**config.mk**
```make
export PLATFORM = sky130hd
export DESIGN_NAME = hms_bcd_counter_flat
export DESIGN_NICKNAME = d
export VERILOG_FILES = /design/src/rtl/hms_bcd_counter_if.sv /design/src/rtl/hms_bcd_counter.sv /design/src/flat_wrapper.sv
export SDC_FILE = /design/constraint.sdc
export NUM_CORES = 1
export LEC_CHECK = 0
export ABC_CLOCK_PERIOD_IN_PS = 3200
export BUFFER_PORTS_ARGS = -buffer_cell sky130_fd_sc_hd__buf_2
export CORE_UTILIZATION = 50
export CTS_BUF_LIST = sky130_fd_sc_hd__clkbuf_8
export DETAILED_ROUTE_END_ITERATION = 10
export GPL_ROUTABILITY_DRIVEN = 0
export PLACE_DENSITY_LB_ADDON = 0.08
export SLEW_MARGIN = 20
export SYNTH_ARGS = -nofsm -noshare
export SYNTH_HDL_FRONTEND = slang
export SYNTH_SLANG_ARGS = --single-unit
```
**constraint.sdc**
```tcl
create_clock -name clk -period 3.2 [get_ports clk]
set_clock_uncertainty 0.2 [all_clocks]
set_input_delay 0.64 -clock clk [delete_from_list [all_inputs] [get_ports clk]]
set_output_delay 0.64 -clock clk [all_outputs]
set_load 0.005 [all_outputs]
```
**src/rtl/hms_bcd_counter_if.sv**
```systemverilog
// rtl/hms_bcd_counter_if.sv - control pulses and time/display bus of the time-of-day counter
interface hms_bcd_counter_if;
  logic       i_mode;
  logic       i_inc;
  logic [3:0] o_hour10;
  logic [3:0] o_hour0;
  logic [3:0] o_min10;
  logic [3:0] o_min0;
  logic [3:0] o_sec10;
  logic [3:0] o_sec0;
  logic [5:0] o_digit_blank;
  logic       o_tick;
  logic [1:0] o_mode;

  // Front-panel/controller side: issues pulses, consumes the digits.
  modport master (
    output i_mode, i_inc,
    input  o_hour10, o_hour0, o_min10, o_min0, o_sec10, o_sec0,
    input  o_digit_blank, o_tick, o_mode
  );

  // Counter side.
  modport slave (
    input  i_mode, i_inc,
    output o_hour10, o_hour0, o_min10, o_min0, o_sec10, o_sec0,
    output o_digit_blank, o_tick, o_mode
  );
endinterface

```
**src/rtl/hms_bcd_counter.sv**
```systemverilog
// rtl/hms_bcd_counter.sv - 24 h BCD time-of-day counter with 1 Hz prescaler, set-mode FSM and blink masks
module hms_bcd_counter #(
  parameter int TICK_DIV  = 50_000_000,
  parameter int BLINK_DIV = 25_000_000
) (
  input  logic               clk,
  input  logic               rst_n,
  hms_bcd_counter_if.slave   bus
);

  localparam int PW = (TICK_DIV  > 1) ? $clog2(TICK_DIV)  : 1;
  localparam int BW = (BLINK_DIV > 1) ? $clog2(BLINK_DIV) : 1;
  localparam logic [PW-1:0] PRESC_MAX = PW'(TICK_DIV - 1);
  localparam logic [BW-1:0] BLINK_MAX = BW'(BLINK_DIV - 1);

  typedef enum logic [1:0] {
    ST_RUN      = 2'd0,
    ST_SET_HOUR = 2'd1,
    ST_SET_MIN  = 2'd2
  } state_e;

  state_e        state_q, state_d;
  logic [PW-1:0] presc_q, presc_d;
  logic [BW-1:0] blink_cnt_q, blink_cnt_d;
  logic          phase_q, phase_d;
  logic [7:0]    hour_q, hour_d;   // {tens, units} BCD
  logic [7:0]    min_q, min_d;
  logic [7:0]    sec_q, sec_d;
  logic          tick_q, tick_d;
  logic [5:0]    blank_q, blank_d;

  // Minutes and seconds share the same 00..59 BCD rollover.
  function automatic logic [7:0] inc_bcd59(input logic [7:0] v);
    if (v[3:0] != 4'd9)      return {v[7:4], v[3:0] + 4'd1};
    else if (v[7:4] != 4'd5) return {v[7:4] + 4'd1, 4'd0};
    else                     return 8'h00;
  endfunction

  // Hours roll 23 -> 00; otherwise plain two-digit BCD increment.
  function automatic logic [7:0] inc_bcd23(input logic [7:0] v);
    if (v == 8'h23)          return 8'h00;
    else if (v[3:0] != 4'd9) return {v[7:4], v[3:0] + 4'd1};
    else                     return {v[7:4] + 4'd1, 4'd0};
  endfunction

  // Next state: mode FSM, prescaler, time increment, blink counter and blank mask.
  always_comb begin
    state_d     = state_q;
    presc_d     = '0;
    blink_cnt_d = '0;
    phase_d     = 1'b0;
    hour_d      = hour_q;
    min_d       = min_q;
    sec_d       = sec_q;
    tick_d      = 1'b0;
    blank_d     = 6'b000000;

    case (state_q)
      ST_RUN: begin
        // i_inc is ignored here; a mode pulse suppresses a coincident tick.
        if (bus.i_mode) begin
          state_d = ST_SET_HOUR;
        end else if (presc_q == PRESC_MAX) begin
          tick_d = 1'b1;
          if (sec_q == 8'h59) begin
            sec_d = 8'h00;
            if (min_q == 8'h59) begin
              min_d  = 8'h00;
              hour_d = inc_bcd23(hour_q);
            end else begin
              min_d = inc_bcd59(min_q);
            end
          end else begin
            sec_d = inc_bcd59(sec_q);
          end
        end else begin
          presc_d = presc_q + PW'(1);
        end
      end

      ST_SET_HOUR, ST_SET_MIN: begin
        if (bus.i_mode) begin
          if (state_q == ST_SET_HOUR) begin
            state_d = ST_SET_MIN;
          end else begin
            state_d = ST_RUN;
            sec_d   = 8'h00;
          end
        end else if (bus.i_inc) begin
          // Adjusting keeps the field steadily visible: blink restarts from phase 0.
          if (state_q == ST_SET_HOUR) hour_d = inc_bcd23(hour_q);
          else                        min_d  = inc_bcd59(min_q);
        end else if (blink_cnt_q == BLINK_MAX) begin
          phase_d = ~phase_q;
        end else begin
          blink_cnt_d = blink_cnt_q + BW'(1);
          phase_d     = phase_q;
        end
      end

      default: state_d = ST_RUN;
    endcase

    case (state_d)
      ST_SET_HOUR: blank_d = {phase_d, phase_d, 4'b0000};
      ST_SET_MIN:  blank_d = {2'b00, phase_d, phase_d, 2'b00};
      default:     blank_d = 6'b000000;
    endcase
  end

  // State and output registers; reset aborts any mode immediately.
  always_ff @(posedge clk or negedge rst_n) begin
    if (!rst_n) begin
      state_q     <= ST_RUN;
      presc_q     <= '0;
      blink_cnt_q <= '0;
      phase_q     <= 1'b0;
      hour_q      <= 8'h00;
      min_q       <= 8'h00;
      sec_q       <= 8'h00;
      tick_q      <= 1'b0;
      blank_q     <= 6'b000000;
    end else begin
      state_q     <= state_d;
      presc_q     <= presc_d;
      blink_cnt_q <= blink_cnt_d;
      phase_q     <= phase_d;
      hour_q      <= hour_d;
      min_q       <= min_d;
      sec_q       <= sec_d;
      tick_q      <= tick_d;
      blank_q     <= blank_d;
    end
  end

  assign bus.o_hour10      = hour_q[7:4];
  assign bus.o_hour0       = hour_q[3:0];
  assign bus.o_min10       = min_q[7:4];
  assign bus.o_min0        = min_q[3:0];
  assign bus.o_sec10       = sec_q[7:4];
  assign bus.o_sec0        = sec_q[3:0];
  assign bus.o_digit_blank = blank_q;
  assign bus.o_tick        = tick_q;
  assign bus.o_mode        = state_q;

endmodule

```
**src/flat_wrapper.sv**
```systemverilog
// flat-port wrapper written by rule: the top's interface ports become plain ports
module hms_bcd_counter_flat 
#(
  parameter int TICK_DIV  = 50_000_000,
  parameter int BLINK_DIV = 25_000_000
)
  (clk, rst_n, bus_i_mode, bus_i_inc, bus_o_hour10, bus_o_hour0, bus_o_min10, bus_o_min0, bus_o_sec10, bus_o_sec0, bus_o_digit_blank, bus_o_tick, bus_o_mode);
  hms_bcd_counter_if bus_i ();
  input  logic clk;
  input  logic rst_n;
  input wire logic [$bits(bus_i.i_mode)-1:0] bus_i_mode;
  input wire logic [$bits(bus_i.i_inc)-1:0] bus_i_inc;
  output wire logic [$bits(bus_i.o_hour10)-1:0] bus_o_hour10;
  output wire logic [$bits(bus_i.o_hour0)-1:0] bus_o_hour0;
  output wire logic [$bits(bus_i.o_min10)-1:0] bus_o_min10;
  output wire logic [$bits(bus_i.o_min0)-1:0] bus_o_min0;
  output wire logic [$bits(bus_i.o_sec10)-1:0] bus_o_sec10;
  output wire logic [$bits(bus_i.o_sec0)-1:0] bus_o_sec0;
  output wire logic [$bits(bus_i.o_digit_blank)-1:0] bus_o_digit_blank;
  output wire logic [$bits(bus_i.o_tick)-1:0] bus_o_tick;
  output wire logic [$bits(bus_i.o_mode)-1:0] bus_o_mode;
  assign bus_i.i_mode = bus_i_mode;
  assign bus_i.i_inc = bus_i_inc;
  assign bus_o_hour10 = bus_i.o_hour10;
  assign bus_o_hour0 = bus_i.o_hour0;
  assign bus_o_min10 = bus_i.o_min10;
  assign bus_o_min0 = bus_i.o_min0;
  assign bus_o_sec10 = bus_i.o_sec10;
  assign bus_o_sec0 = bus_i.o_sec0;
  assign bus_o_digit_blank = bus_i.o_digit_blank;
  assign bus_o_tick = bus_i.o_tick;
  assign bus_o_mode = bus_i.o_mode;
  hms_bcd_counter #(.TICK_DIV(TICK_DIV), .BLINK_DIV(BLINK_DIV)) u_core (.clk(clk), .rst_n(rst_n), .bus(bus_i));
endmodule
```
==> impl_metrics.csv <==
group,metric,value,unit
synth,synth_xor_area_share,10.4,%
grt,grt_max_degree,49,
drt,drc_errors,0,
placement,dp.cells,585,
clocking,htreeDepth,3,
floorplanning,core_area,8340,µm²
timing,report.final.hold_viol_count,0,
synth,synthCells,457,
drt,ant_nets,0,
timing,finalCritPeriodShare,89.3,%
drt,wl_per_cell,14.2,µm
floorplanning,rows,33,
grt,use_met1,28.4,%
drt,dr.first_iter.drc_count,143,
synth,synth_area_per_cell,9.59,µm²
synth,synth_largest_area_cell,"dfrtp_1",
synth,synth-simple-area-share,27.7,%
layout,final-instance-count-excl-fill,601,
power,p_clk_share,27.5,%
floorplanning,die_area,9150,µm²
floorplanning,ioPinCount,37,
layout,nFillCells,742,
synth,async_reset_ff_share,100,%
timing,relSlewSlack,65.2,%
layout,area_growth_syn_to_layout,11.1,%
setup_path,cp-end-kind,"flip-flop",
layout,fin_nets,511,
synth,ys_seq_area_share,46.2,%
setup_path,crit_arrival,2.90,ns
power,switching_share,34.3,%
synth,ys_warn_count,0,
placement,pre_cts_slack,0.372,ns
clocking,clock_latency,0.36,ns
floorplanning,die_w,95.6,µm
timing,setup_viol,0,
timing,tns,0,ns
setup_path,path_max_fanout,12,
clocking,hold_buffers,0,
clocking,postCtsResizedCells,0,
grt,grt_overflow,0,
synth,synth_edf_count,0,
layout,fin_util,58.4,%
drt,routed_wl,8.55,mm
timing,worstMarginPinSlew,0.518,ns
clocking,cts_tree,"built",
power,finalPower,0.00273,W
outcome,status,"finished, final reports clean",
timing,fin_ws,0.342,ns
synth,netlist.area_leader.share,46.2,%
layout,final_common_cell,"dfrtp_1",
drt,firstDrtPassIters,4,
timing,fmax,0.350,GHz
floorplanning,die_h,95.6,µm
grt,grt_util_all_layers,20.4,%
setup_path,max_stage_delay,0.57,ns
setup_path,startpoint_type,"flip-flop",
clocking,clk_pin_slew,0.08,ns
synth,ys.flop_type,"dfrtp_1",
power,p_seq_share,44.8,%
grt,antenna_found_initial,0,
drt,vias,3312,
worst_hold_path,hold_path.class,"input pin to async pin",
timing,drv_slew,0,
grt,grt_pass1_vias,3118,
power,comb_power_share,27.7,%
synth,netlist_top_cells_area,"dfrtp_1 (46%), nor2_1 (6.4%), xnor2_1 (6.2%), ha_1 (4.6%), xor2_1 (4.2%)",
power,power_density,561,nW/µm²
grt,use_met3,3.43,%
drt,routed_via_density,5.51,
synth,synth_adder_area_share,4.57,%
layout,multi_input_area,2200,µm²
placement,portBuffers,34,
run,cap_violations,0,
power,p_sw,0.000937,W
setup_path,slowest_stage,"or4_1",
power,internal_power,0.00179,W
layout,drive_gt1_share,14.1,%
clocking,cts_setup_buffers,0,
placement,hpwl,5.87,mm
layout,n_antenna_cell,0,
setup_path,crit_type,"flip-flop to flip-flop",
power,leakage,2.12,nW
synth,synth_top_family_by_area,"simple AND/OR/NAND/NOR gates",
synth,synth_compound_area_share,5.11,%
grt,top_usage_layer,"met2",
layout,regArea,2030,µm²
setup_path,path_cells,"inv_1, ha_1, buf_4, o22ai_1, nand3b_1, or4_1, a221o_1",
timing,grt_setup_unrepaired,"no",
timing,period_needed,2.86,ns
clocking,numCtsBuffers,9,
grt,grt_use_met2,31.1,%
grt,grt_pass1_wl,14.4,mm
synth,synth_mux_area_share,2.28,%
synth,ys_seq_elements,81,
power,vdd_ir_drop_max,0.000248,V
clocking,clock-sinks,81,
floorplanning,initial_core_util,52.6,%
clocking,root_buffer,"clkbuf_8",
synth,synth.distinct_cells,48,
clocking,clock_path_buffers,2,
layout,mostFrequentLayoutCells,"dfrtp_1 (81), nor2_1 (75), buf_2 (33), xnor2_1 (31), nand3_1 (27)",
setup_path,cp.required,3.25,ns
synth,synthesis.area,4380,µm²
-- routing by layer --
metal	wire length, µm	vias to the layer above
li1	-	1658
met1	4460	1587
met2	3690	55
met3	258	12
met4	149	0
met5	0	-
-- power by group through the flow --
stage                     combinational [W]  sequential (W)  clock [W]
final                              0.000756         0.00122   0.000751
after global routing               0.000861         0.00124   0.000809
after detailed placement           0.000755         0.00124          0
after floorplan                    0.000506         0.00123          0
after CTS                          0.000760         0.00122   0.000778
after global placement             0.000748         0.00123          0
-- registers in the layout, summed over array words and instances, names as in the netlist --
signal                    cells
u_core.blink_cnt_q           25
u_core.bus.o_digit_blank      2
u_core.bus.o_mode             2
u_core.bus.o_tick             1
u_core.hour_q                 8
u_core.min_q                  8
u_core.phase_q                1
u_core.presc_q               26
u_core.sec_q                  8
-- kinds of logic (layout without fill, tap and decap cells) --
family | count (synthesis) | after routing
AO/OA/AOI/OAI | 31 | 31
XOR/XNOR | 52 | 52
adder cells (fa/ha/maj) | 16 | 16
buffers and inverters | 39 | 77
flip-flops | 81 | 81
multiplexers | 9 | 9
other | 1 | 2
AND/OR/NAND/NOR | 228 | 228
-- stage by stage --
step / area (µm²) / hold slack [ns]
final: 4870 / 0.0298
after global routing: 4870 / 0.0507
after CTS: 4870 / 0.0372
after detailed placement: 4670 / 0.276
after global placement: 4670 / 0.269
after floorplan: 4390 / 0.144
-- synth_stat cells, types with 5 or more instances --
master and instances:
or4_1 5, inv_1 19, ha_1 16, nor2_1 75, mux2_2 8, nor2b_1 6
dfrtp_1 81, nor4_1 15, xnor2_1 31, nand3b_1 7, a22o_1 5, nand2_1 19
and4_1 5, nand3_1 27, clkbuf_1 16, and3_1 16, nand4_1 12, nor3_1 15
nor4b_1 8, xor2_1 21, o21ai_0 9
-- critical path, delay by kind of cell (launching register included) --
kind | cells | cell delay [ns]
and+or+nand+nor | 2 | 0.92
AOI/OAI and AO/OA | 2 | 0.61
DFF | 1 | 0.42
adders and majority gates | 1 | 0.31
buffers and inverters | 2 | 0.27
-- worst paths after layout --
check	from	endpoint	slack, ns	depth (start not counted)
min in group clk	u_core.presc_q[0]	u_core.presc_q[0]	0.28	1
setup reg to reg	u_core.bus.o_mode[0]	u_core.min_q[3]	0.34	7
hold reg to reg	u_core.presc_q[0]	u_core.presc_q[0]	0.28	1
setup / recovery	u_core.bus.o_mode[0]	u_core.min_q[3]	0.34	7
hold / removal	rst_n	u_core.presc_q[25]	0.03	1
max in group asynchronous	rst_n	u_core.blink_cnt_q[13]	2.17	2
-- layout make-up --
| type | instances | share of cell area [%] |
|---|---|---|
| well taps | 105 | 2.70 |
| clock inverters | 6 | 1.21 |
| inverters | 19 | 1.46 |
| multi-input cells | 338 | 45.2 |
| clock buffers | 10 | 2.83 |
| flip-flops and latches | 81 | 41.6 |
| repair buffers | 42 | 5.03 |
Note: power is estimated with default switching activity, not from simulation.
